<file path="src/rtl/div_x400_if.sv">
// Handshake bundle between the x400 summation pipeline and the divider:
// the summed stamp with its strobe going in, quotient/remainder and status coming out.
interface div_x400_if #(
    parameter int DW = 20,
    parameter int QW = 12,
    parameter int RW = 9
);
    logic [DW-1:0] in_sum;
    logic          in_dval;
    logic          clr_ovf;
    logic [QW-1:0] out_int;
    logic [RW-1:0] out_frac;
    logic          out_dval;
    logic          busy;
    logic          ovf;

    // Upstream side: produces sums, consumes results.
    modport master (
        output in_sum, in_dval, clr_ovf,
        input  out_int, out_frac, out_dval, busy, ovf
    );

    // Divider side.
    modport slave (
        input  in_sum, in_dval, clr_ovf,
        output out_int, out_frac, out_dval, busy, ovf
    );
endinterface

</file>
<file path="src/rtl/div_x400.sv">
// Iterative restoring divider by a constant (8 channels x 50 fine steps = 400).
// One quotient bit per clock, DW iterations per result, with a one-entry
// pending buffer so a new sum can arrive while a division is in flight.
module div_x400 #(
    parameter int DW      = 20,
    parameter int DIVISOR = 400,
    parameter int QW      = 12,
    parameter int RW      = 9
) (
    input  logic          clk,
    input  logic          rst,
    div_x400_if.slave     bus
);
    localparam int            CW       = $clog2(DW);
    localparam logic [RW:0]   DIV_C    = (RW + 1)'(DIVISOR);
    localparam logic [CW-1:0] CNT_LAST = CW'(DW - 1);

    typedef enum logic {
        IDLE = 1'b0,
        CALC = 1'b1
    } state_t;

    state_t state, state_next;

    // Working registers of the running division.
    logic [DW-1:0] dvd;
    logic [RW:0]   rem;
    logic [DW-1:0] quo;
    logic [CW-1:0] cnt;

    // One-entry pending buffer, independent of the FSM state.
    logic [DW-1:0] pend_data;
    logic          pend_vld;

    logic          ovf_q;
    logic          out_dval_q;
    logic [QW-1:0] out_int_q;
    logic [RW-1:0] out_frac_q;

    // One restoring step: bring in the next dividend bit, subtract if it fits.
    logic [RW:0]   t;
    logic          ge;
    logic [RW:0]   rem_step;
    logic [DW-1:0] quo_step;
    logic          last;

    assign t        = {rem[RW-1:0], dvd[DW-1]};
    assign ge       = (t >= DIV_C);
    assign rem_step = ge ? (t - DIV_C) : t;
    assign quo_step = {quo[DW-2:0], ge};
    assign last     = (state == CALC) && (cnt == CNT_LAST);

    // The quotient MSBs above QW are always zero for legal parameters, and the
    // remainder never exceeds DIVISOR-1 after a step, so these bits go nowhere.
    logic quo_unused;
    assign quo_unused = ^{quo[DW-1], quo_step[DW-1:QW], rem[RW]};

    // Control decisions for this edge.
    logic          start;
    logic [DW-1:0] operand;
    logic          pend_load;
    logic          pend_clear;
    logic          drop;

    // Next state, operand selection and pending-buffer control.
    always_comb begin
        // NOTE: every output of this block gets a default first so no path
        // leaves one unassigned, which would otherwise infer a latch.
        state_next = state;
        start      = 1'b0;
        operand    = bus.in_sum;
        pend_load  = 1'b0;
        pend_clear = 1'b0;
        drop       = 1'b0;
        case (state)
            IDLE: begin
                if (bus.in_dval) begin
                    start      = 1'b1;
                    state_next = CALC;
                end
            end
            CALC: begin
                if (last) begin
                    // The older pending sum goes first; a same-edge strobe
                    // refills the buffer behind it.
                    if (pend_vld) begin
                        start   = 1'b1;
                        operand = pend_data;
                        if (bus.in_dval) begin
                            pend_load = 1'b1;
                        end else begin
                            pend_clear = 1'b1;
                        end
                    end else if (bus.in_dval) begin
                        start = 1'b1;
                    end else begin
                        state_next = IDLE;
                    end
                end else if (bus.in_dval) begin
                    if (pend_vld) begin
                        drop = 1'b1;
                    end else begin
                        pend_load = 1'b1;
                    end
                end
            end
        endcase
    end

    // FSM state register.
    always_ff @(posedge clk) begin
        // NOTE: sequential state is updated with non-blocking assignments so
        // every register samples the pre-edge values of the others.
        if (!rst) begin
            state <= IDLE;
        end else begin
            state <= state_next;
        end
    end

    // Control flags and result outputs; these are visible so they are reset.
    always_ff @(posedge clk) begin
        if (!rst) begin
            pend_vld   <= 1'b0;
            ovf_q      <= 1'b0;
            out_dval_q <= 1'b0;
            out_int_q  <= '0;
            out_frac_q <= '0;
        end else begin
            out_dval_q <= last;
            if (last) begin
                out_int_q  <= quo_step[QW-1:0];
                out_frac_q <= rem_step[RW-1:0];
            end
            if (pend_load) begin
                pend_vld <= 1'b1;
            end else if (pend_clear) begin
                pend_vld <= 1'b0;
            end
            // A drop on the same edge as a clear leaves the flag set.
            if (drop) begin
                ovf_q <= 1'b1;
            end else if (bus.clr_ovf) begin
                ovf_q <= 1'b0;
            end
        end
    end

    // Pending data payload, qualified by pend_vld.
    always_ff @(posedge clk) begin
        // NOTE: pure datapath registers carry no reset; their valid flag or
        // the FSM state decides when their contents mean anything.
        if (pend_load) begin
            pend_data <= bus.in_sum;
        end
    end

    // Division iteration: load on start, otherwise one restoring step per CALC edge.
    always_ff @(posedge clk) begin
        if (start) begin
            dvd <= operand;
            rem <= '0;
            quo <= '0;
            cnt <= '0;
        end else if (state == CALC) begin
            dvd <= {dvd[DW-2:0], 1'b0};
            rem <= rem_step;
            quo <= quo_step;
            cnt <= cnt + CW'(1);
        end
    end

    assign bus.out_int  = out_int_q;
    assign bus.out_frac = out_frac_q;
    assign bus.out_dval = out_dval_q;
    assign bus.busy     = (state == CALC);
    assign bus.ovf      = ovf_q;

endmodule

</file>
<file path="src/flat_wrapper.sv">
// flat-port wrapper written by rule: the top's interface ports become plain ports
module div_x400_flat 
#(
    parameter int DW      = 20,
    parameter int DIVISOR = 400,
    parameter int QW      = 12,
    parameter int RW      = 9
)
  (clk, rst, bus_in_sum, bus_in_dval, bus_clr_ovf, bus_out_int, bus_out_frac, bus_out_dval, bus_busy, bus_ovf);
  div_x400_if #(.DW(DW), .QW(QW), .RW(RW)) bus_i ();
  input  logic clk;
  input  logic rst;
  input wire logic [$bits(bus_i.in_sum)-1:0] bus_in_sum;
  input wire logic [$bits(bus_i.in_dval)-1:0] bus_in_dval;
  input wire logic [$bits(bus_i.clr_ovf)-1:0] bus_clr_ovf;
  output wire logic [$bits(bus_i.out_int)-1:0] bus_out_int;
  output wire logic [$bits(bus_i.out_frac)-1:0] bus_out_frac;
  output wire logic [$bits(bus_i.out_dval)-1:0] bus_out_dval;
  output wire logic [$bits(bus_i.busy)-1:0] bus_busy;
  output wire logic [$bits(bus_i.ovf)-1:0] bus_ovf;
  assign bus_i.in_sum = bus_in_sum;
  assign bus_i.in_dval = bus_in_dval;
  assign bus_i.clr_ovf = bus_clr_ovf;
  assign bus_out_int = bus_i.out_int;
  assign bus_out_frac = bus_i.out_frac;
  assign bus_out_dval = bus_i.out_dval;
  assign bus_busy = bus_i.busy;
  assign bus_ovf = bus_i.ovf;
  div_x400 #(.DW(DW), .DIVISOR(DIVISOR), .QW(QW), .RW(RW)) u_core (.clk(clk), .rst(rst), .bus(bus_i));
endmodule
</file>
<file path="config.mk">
export PLATFORM = sky130hd
export DESIGN_NAME = div_x400_flat
export DESIGN_NICKNAME = d
export VERILOG_FILES = /design/src/rtl/div_x400_if.sv /design/src/rtl/div_x400.sv /design/src/flat_wrapper.sv
export SDC_FILE = /design/constraint.sdc
export NUM_CORES = 1
export LEC_CHECK = 0
export ABC_AREA = 1
export CORE_MARGIN = 2
export CORE_UTILIZATION = 45
export DETAILED_ROUTE_END_ITERATION = 12
export GPL_TIMING_DRIVEN = 0
export PLACE_DENSITY = 0.7
export REMOVE_ABC_BUFFERS = 1
export SLEW_MARGIN = 20
export SYNTH_ARGS = -nofsm -noshare
export SYNTH_HDL_FRONTEND = slang
export SYNTH_SLANG_ARGS = --single-unit
</file>
<file path="constraint.sdc">
create_clock -name clk -period 7.8 [get_ports clk]
set_input_delay 1.56 -clock clk [delete_from_list [all_inputs] [get_ports clk]]
set_output_delay 1.56 -clock clk [all_outputs]
set_load 0.03 [all_outputs]
</file>
# ---- After elaboration in Yosys (flattened, before gate mapping)
# Index checks and enable logic that the tools add are counted.
dict set report op_classes {
  add_sub_neg 2
  order_cmp 1
  eq_ne 1
  mux 29
  bitwise_logic 1
  reduce_logical 4
}
# operator count
set ops {}
lappend ops {{20-bit 2-to-1 mux} 5}
lappend ops {{1-bit 2-to-1 mux} 21}
lappend ops {{10-bit by 9-bit >= comparator with 1-bit output, second input constant} 1}
lappend ops {{9-bit 2-to-1 mux} 1}
lappend ops {{9-bit subtractor, second input constant} 1}
lappend ops {{2-bit nonzero test} 3}
lappend ops {{5-bit by 1-bit adder with 5-bit output, second input constant} 1}
lappend ops {{5-bit equality test, second input constant} 1}
lappend ops {{1-bit case mux with 2 select lines} 2}
lappend ops {{1-bit logical AND} 1}
lappend ops {{1-bit inverter} 1}
dict set report word_totals {
  register_bits 90
  output_inout_bits 24
}

# ---- Longest topological paths before layout
dict set report depth {
  ltp_word 6
  depth_mapped 10
  depth_no_buf 10
}

# ---- Least setup slack after synthesis
# Ideal clock, no wire load.
dict set report synth_path {
  kind {input -> register}
  startpoint {in bus_in_dval}
  endpoint {reg u_core.pend_data[0], enable pin}
  setup_ns 0.404
  arrival_ns 2.680
  required_time_ns 7.396
  path_slack_ns 4.716
  cell_stages 2
  path_cell_list {o21ai_0 a21oi_1}
}
dict set report synth_via {
  elab_chain_len 4
  word_cells_on_any_way 5
  classes_between {5 x mux}
}
# item line_no
set synth_lines {}
lappend synth_lines {{from (decl)} flat_wrapper.sv:14} ;# input wire logic [$bits(bus_i.in_dval)-1:0] bus_in_dval;
lappend synth_lines {{1-bit 2-to-1 mux} div_x400.sv:89} ;# if (bus.in_dval) begin
lappend synth_lines {{1-bit 2-to-1 mux} div_x400.sv:86} ;# if (pend_vld) begin
lappend synth_lines {{1-bit 2-to-1 mux (*)} div_x400.sv:83} ;# if (last) begin
lappend synth_lines {{1-bit 2-to-1 mux (*)} div_x400.sv:75} ;# case (state)
lappend synth_lines {{via u_core.pend_load} div_x400.sv:61} ;# logic pend_load;
lappend synth_lines {{to (signal assigned)} div_x400.sv:154} ;# pend_data <= bus.in_sum;
lappend synth_lines {{to (decl)} div_x400.sv:32} ;# logic [DW-1:0] pend_data;
# The timed path passes the listed nets; every way through them passes the cells marked *.
# A chain may end at the register's enable or synchronous reset.

# ---- Worst setup path in the final report
dict set report layout_path {
  startpoint {reg u_core.state, in the netlist u_core.bus.busy}
  endpoint {out bus_busy}
}
# item line_no
set layout_rtl {}
lappend layout_rtl {{from (decl)} div_x400.sv:23} ;# state_t state, state_next;
lappend layout_rtl {{from (signal assigned)} div_x400.sv:117} ;# state <= state_next;
lappend layout_rtl {{to (decl)} flat_wrapper.sv:19} ;# output wire logic [$bits(bus_i.busy)-1:0] bus_busy;
# No word-level cell between the ends.

==> flow_results.org <==
** Clock network
- In this run the number of H-tree levels came out at 3.
- TritonCTS buffer count :: 9
- Clock-pin slew was measured on the worst setup and hold paths at 0.09 ns.
- The clock reaches the later pin of the worst-skew pair after between 0.3 and 0.4 ns.
- Clock tree root driver cell :: sky130_fd_sc_hd__clkbuf_8
- TritonCTS Sinks :: 90
- Post-CTS Repair Setup Buffers :: 0
- Gates resized, CTS repair :: 0
- TritonCTS built the clock tree.
- The longest clock path from root to sink contains 2 buffers.
- Hold repair after CTS inserted 0 buffers.

** GRT
- Overall track demand over capacity in global routing :: approximately 16%
- Number of global-route vias before repair :: about 2,600
- Global routing finished with a remaining overflow of 0.
- Entering global routing, the biggest net connects 42 pins.
- The initial antenna violation count is 0.
- The first global-routing pass estimated roughly 11,000 um of wire.

** Timing
- Setup repair after global routing left no endpoint under its margin.
- Setup violations remaining at the end of the flow were counted as 0.
- Slew margin rel. :: a little under two fifths
- Final number of hold-violating endpoints :: 0
- After layout, the minimum clock period comes to 3.45 ns.
- Minimum setup slack in the final design :: between 4 and 5 ns
- For this run, the top clock speed supported by timing is 0.290 GHz.
- The final critical path takes up between 40% and 50% of the cycle.
- In the final timing run, aggregate negative setup slack is 0 ns.
- For the pin with the worst max-slew slack, the measured transition is roughly 0.94 ns.
- Max-slew violation count :: 0
- Worst Clk Skew :: 0.0103 ns

** Routing
- Using the TritonRoute via totals, the vias-per-cell ratio works out to between 4 and 5.
- Number of nets still failing antenna checks after routing :: 0
- Mean routed wirelength per cell :: between 10 and 15 um
- For this block, the via count after detailed routing is 2,810.
- Violation count after the first detailed-route iteration :: 86
- Wirelength, routed :: 6680 um
- The first detailed-routing pass took 4 iterations.
- After detailed routing, the number of remaining DRC violations is 0.

** Worst setup path
- Critical path capture point type :: primary output
- Worst path max stage delay :: between 0.7 and 0.8 ns
- Required time of the critical path :: 6.24 ns
- Critical path class :: flop to primary output
- Startpoint type of the worst setup path :: flop
- The number of buffers and inverters on the critical path is 1.
- Critical path's slowest cell :: sky130_fd_sc_hd__clkdlybuf4s50_1
- Reg-to-reg slack, setup :: between 4 and 5 ns
- For the worst setup path, the data arrival time is between 1.5 and 2 ns.
- In this run the worst path has a maximum fanout of 35.
- Walking the worst path, the cells encountered are clkdlybuf4s50_1.
- The kind of cell with the highest combined delay along the critical path is buffers and inverters.

** Place
- Global placer's final weighted congestion :: 0.789
- Worst setup slack after placement :: roughly 4.3 ns
- Summing all placed instances gives a cell area of roughly 0.0043 mm^2.
- HPWL after detailed placement :: roughly 4300 um
- Buffers on Ports :: 47

** Power
- Power consumption :: approximately 1 mW
- The worst-case IR drop observed on VDD is about 0.11 mV.
- Leak :: between 1.5 and 2 nW
- Dividing total power by cell area gives a power density of roughly 220 mW/mm^2.

** Floorplanning
- Die height :: about 96 um
- between 40 and 50 I/O pins were placed.
- The die covers roughly 0.009 mm^2.
- Initial core utilization :: between 40% and 50%
- Core footprint :: ~0.0082 mm^2
- Placement row count :: 33
- From left edge to right edge, the die measures approximately 96 um.

** Final layout
- Filler instances :: around 740
- Number of antenna diodes :: 0
- Synth-to-layout area growth :: 19.1%
- Cells with a size suffix above 1 make up a little under 7% of the layout.
- Count of nets after finishing :: ~500
- With fillers left out, the area of the finished cells amounts to about 0.0045 mm^2.

** Synth
- Synthesis warning total :: 0
- Library cell occupying the most area in the post-synthesis netlist :: sky130_fd_sc_hd__edfxtp_1
- Number of unique standard cell types used by synthesis :: 27
- Synthesis handed over a netlist of approximately 440 instances.
- Each instance of the synthesized netlist takes up on average roughly 8.7 um^2.
- Cells taking the most area after synthesis :: sky130_fd_sc_hd__edfxtp_1 (32%), sky130_fd_sc_hd__dfxtp_1 (26%), sky130_fd_sc_hd__nand2_1 (13%)
- Post-synthesis sequential area ratio :: around 58%
- Area share of the largest cell type after synthesis :: between 30% and 40%
- The synthesized design contains 90 register bits.
- Mapped Area :: ~0.0038 mm^2

** Min path
- Tightest Hold Check Type :: flop to flop

** Outcome
- Status :: complete, no violations

** Run
- Across the run, the number of max-cap violations was 0.
state kept, by name, indices dropped and copies added, names as in the netlist:
name / flops
u_core.dvd: 20
u_core.pend_data: 20
u_core.bus.out_int: 12
u_core.quo: 11
u_core.bus.out_frac: 9
u_core.rem: 9
u_core.cnt: 5
u_core.bus.busy: 1
u_core.bus.out_dval: 1
u_core.bus.ovf: 1
u_core.pend_vld: 1
area by class of cell:
type	count	area, um^2	area share [%]
well taps	105	131	2.92
inverters	49	184	4.08
repair buffers	48	482	10.7
clock inverters	4	56.3	1.25
multi-input cells	279	1270	28.2
clock buffers	12	176	3.92
flip-flops and latches	90	2200	48.9
per-stage QoR:
step / std cells / utilization (%) / hold slack, ns
2_1_floorplan: 418 / - / 0.439
3_3_place_gp: 570 / 52.1 / 0.452
3_5_place_dp: 571 / 52.2 / 0.459
4_1_cts: 587 / 55.1 / 0.464
5_1_grt: 587 / 55.1 / 0.486
6_report: 587 / 55.1 / 0.460
kinds of logic (layout without fill, tap and decap cells):
logic type      after synthesis  in the layout  synth area share (%)
xor+xnor                      3              3                 0.695
compound gates               61             61                  8.50
simple gates                212            212                  23.3
buf+inv                      68            113                  8.24
flops                        90             90                  58.2
fa+ha+maj                     3              3                 0.993
Yosys cell counts (all sizes together):
cell type,instances
buf,13
inv,49
nand4,4
nand2,132
xor2,3
nor3,1
dfxtp,50
ha,3
o21bai,1
clkbuf,6
nor2,43
o21ai,31
a21oi,28
edfxtp,40
o21a,1
nand3,32
layer usage:
metal	track usage (%)	wire length [um]
met5	0	0
met4	7.26	77
met3	3.40	346
met2	26.0	3140
met1	19.8	3120
where the power goes:
| group | internal, mW | total (mW) | switching (mW) |
|---|---|---|---|
| combinational | 0.0416 | 0.104 | 0.0623 |
| sequential | 0.531 | 0.551 | 0.0198 |
| clock | 0.187 | 0.351 | 0.164 |
| total | 0.760 | 1.01 | 0.246 |
worst paths after layout:
kind / from / end / depth (start not counted)
max: u_core.bus.busy / bus_busy / 1
min: u_core.quo[2] / u_core.bus.out_int[3] / 2
max reg2reg: u_core.bus.busy / u_core.pend_data[12] / 5
min reg2reg: u_core.quo[2] / u_core.bus.out_int[3] / 2
placed cells by master (no fill, tap or decap):
cell type                         Yosys  layout
sky130_fd_sc_hd__o21a_1               1       1
sky130_fd_sc_hd__buf_6                6       1
sky130_fd_sc_hd__clkinv_4             0       3
sky130_fd_sc_hd__dfxtp_1             50      49
sky130_fd_sc_hd__nor2_4               2       2
sky130_fd_sc_hd__o21bai_2             1       1
sky130_fd_sc_hd__inv_2                4       4
sky130_fd_sc_hd__xor2_1               3       3
sky130_fd_sc_hd__nand4_1              4       4
sky130_fd_sc_hd__inv_1               45      45
sky130_fd_sc_hd__bufinv_16            0       1
sky130_fd_sc_hd__nand3_1             31      31
sky130_fd_sc_hd__dfxtp_2              0       1
sky130_fd_sc_hd__clkbuf_8             0      11
sky130_fd_sc_hd__nor2_1              39      39
sky130_fd_sc_hd__nor3_1               1       1
sky130_fd_sc_hd__nor2_2               2       2
sky130_fd_sc_hd__clkbuf_16            0       1
sky130_fd_sc_hd__a21oi_1             27      26
sky130_fd_sc_hd__ha_1                 3       3
sky130_fd_sc_hd__o21ai_1             18      18
sky130_fd_sc_hd__nand3_2              1       1
sky130_fd_sc_hd__o21ai_2              1       1
sky130_fd_sc_hd__o21ai_0             12      12
sky130_fd_sc_hd__nand2_2              1       1
sky130_fd_sc_hd__a21oi_2              1       2
sky130_fd_sc_hd__edfxtp_1            40      40
sky130_fd_sc_hd__nand2_4              1       1
sky130_fd_sc_hd__nand2_1            130     130
sky130_fd_sc_hd__clkdlybuf4s50_1      0      47
worst register-to-register path: cells and delay by family (launching register included):
family | cells | cell delay [ns]
AO/OA/AOI/OAI | 1 | 0.61
buffers and inverters | 3 | 0.82
AND/OR/NAND/NOR | 1 | 0.42
flip-flops | 1 | 0.74
(Power assumes the default switching activity.)
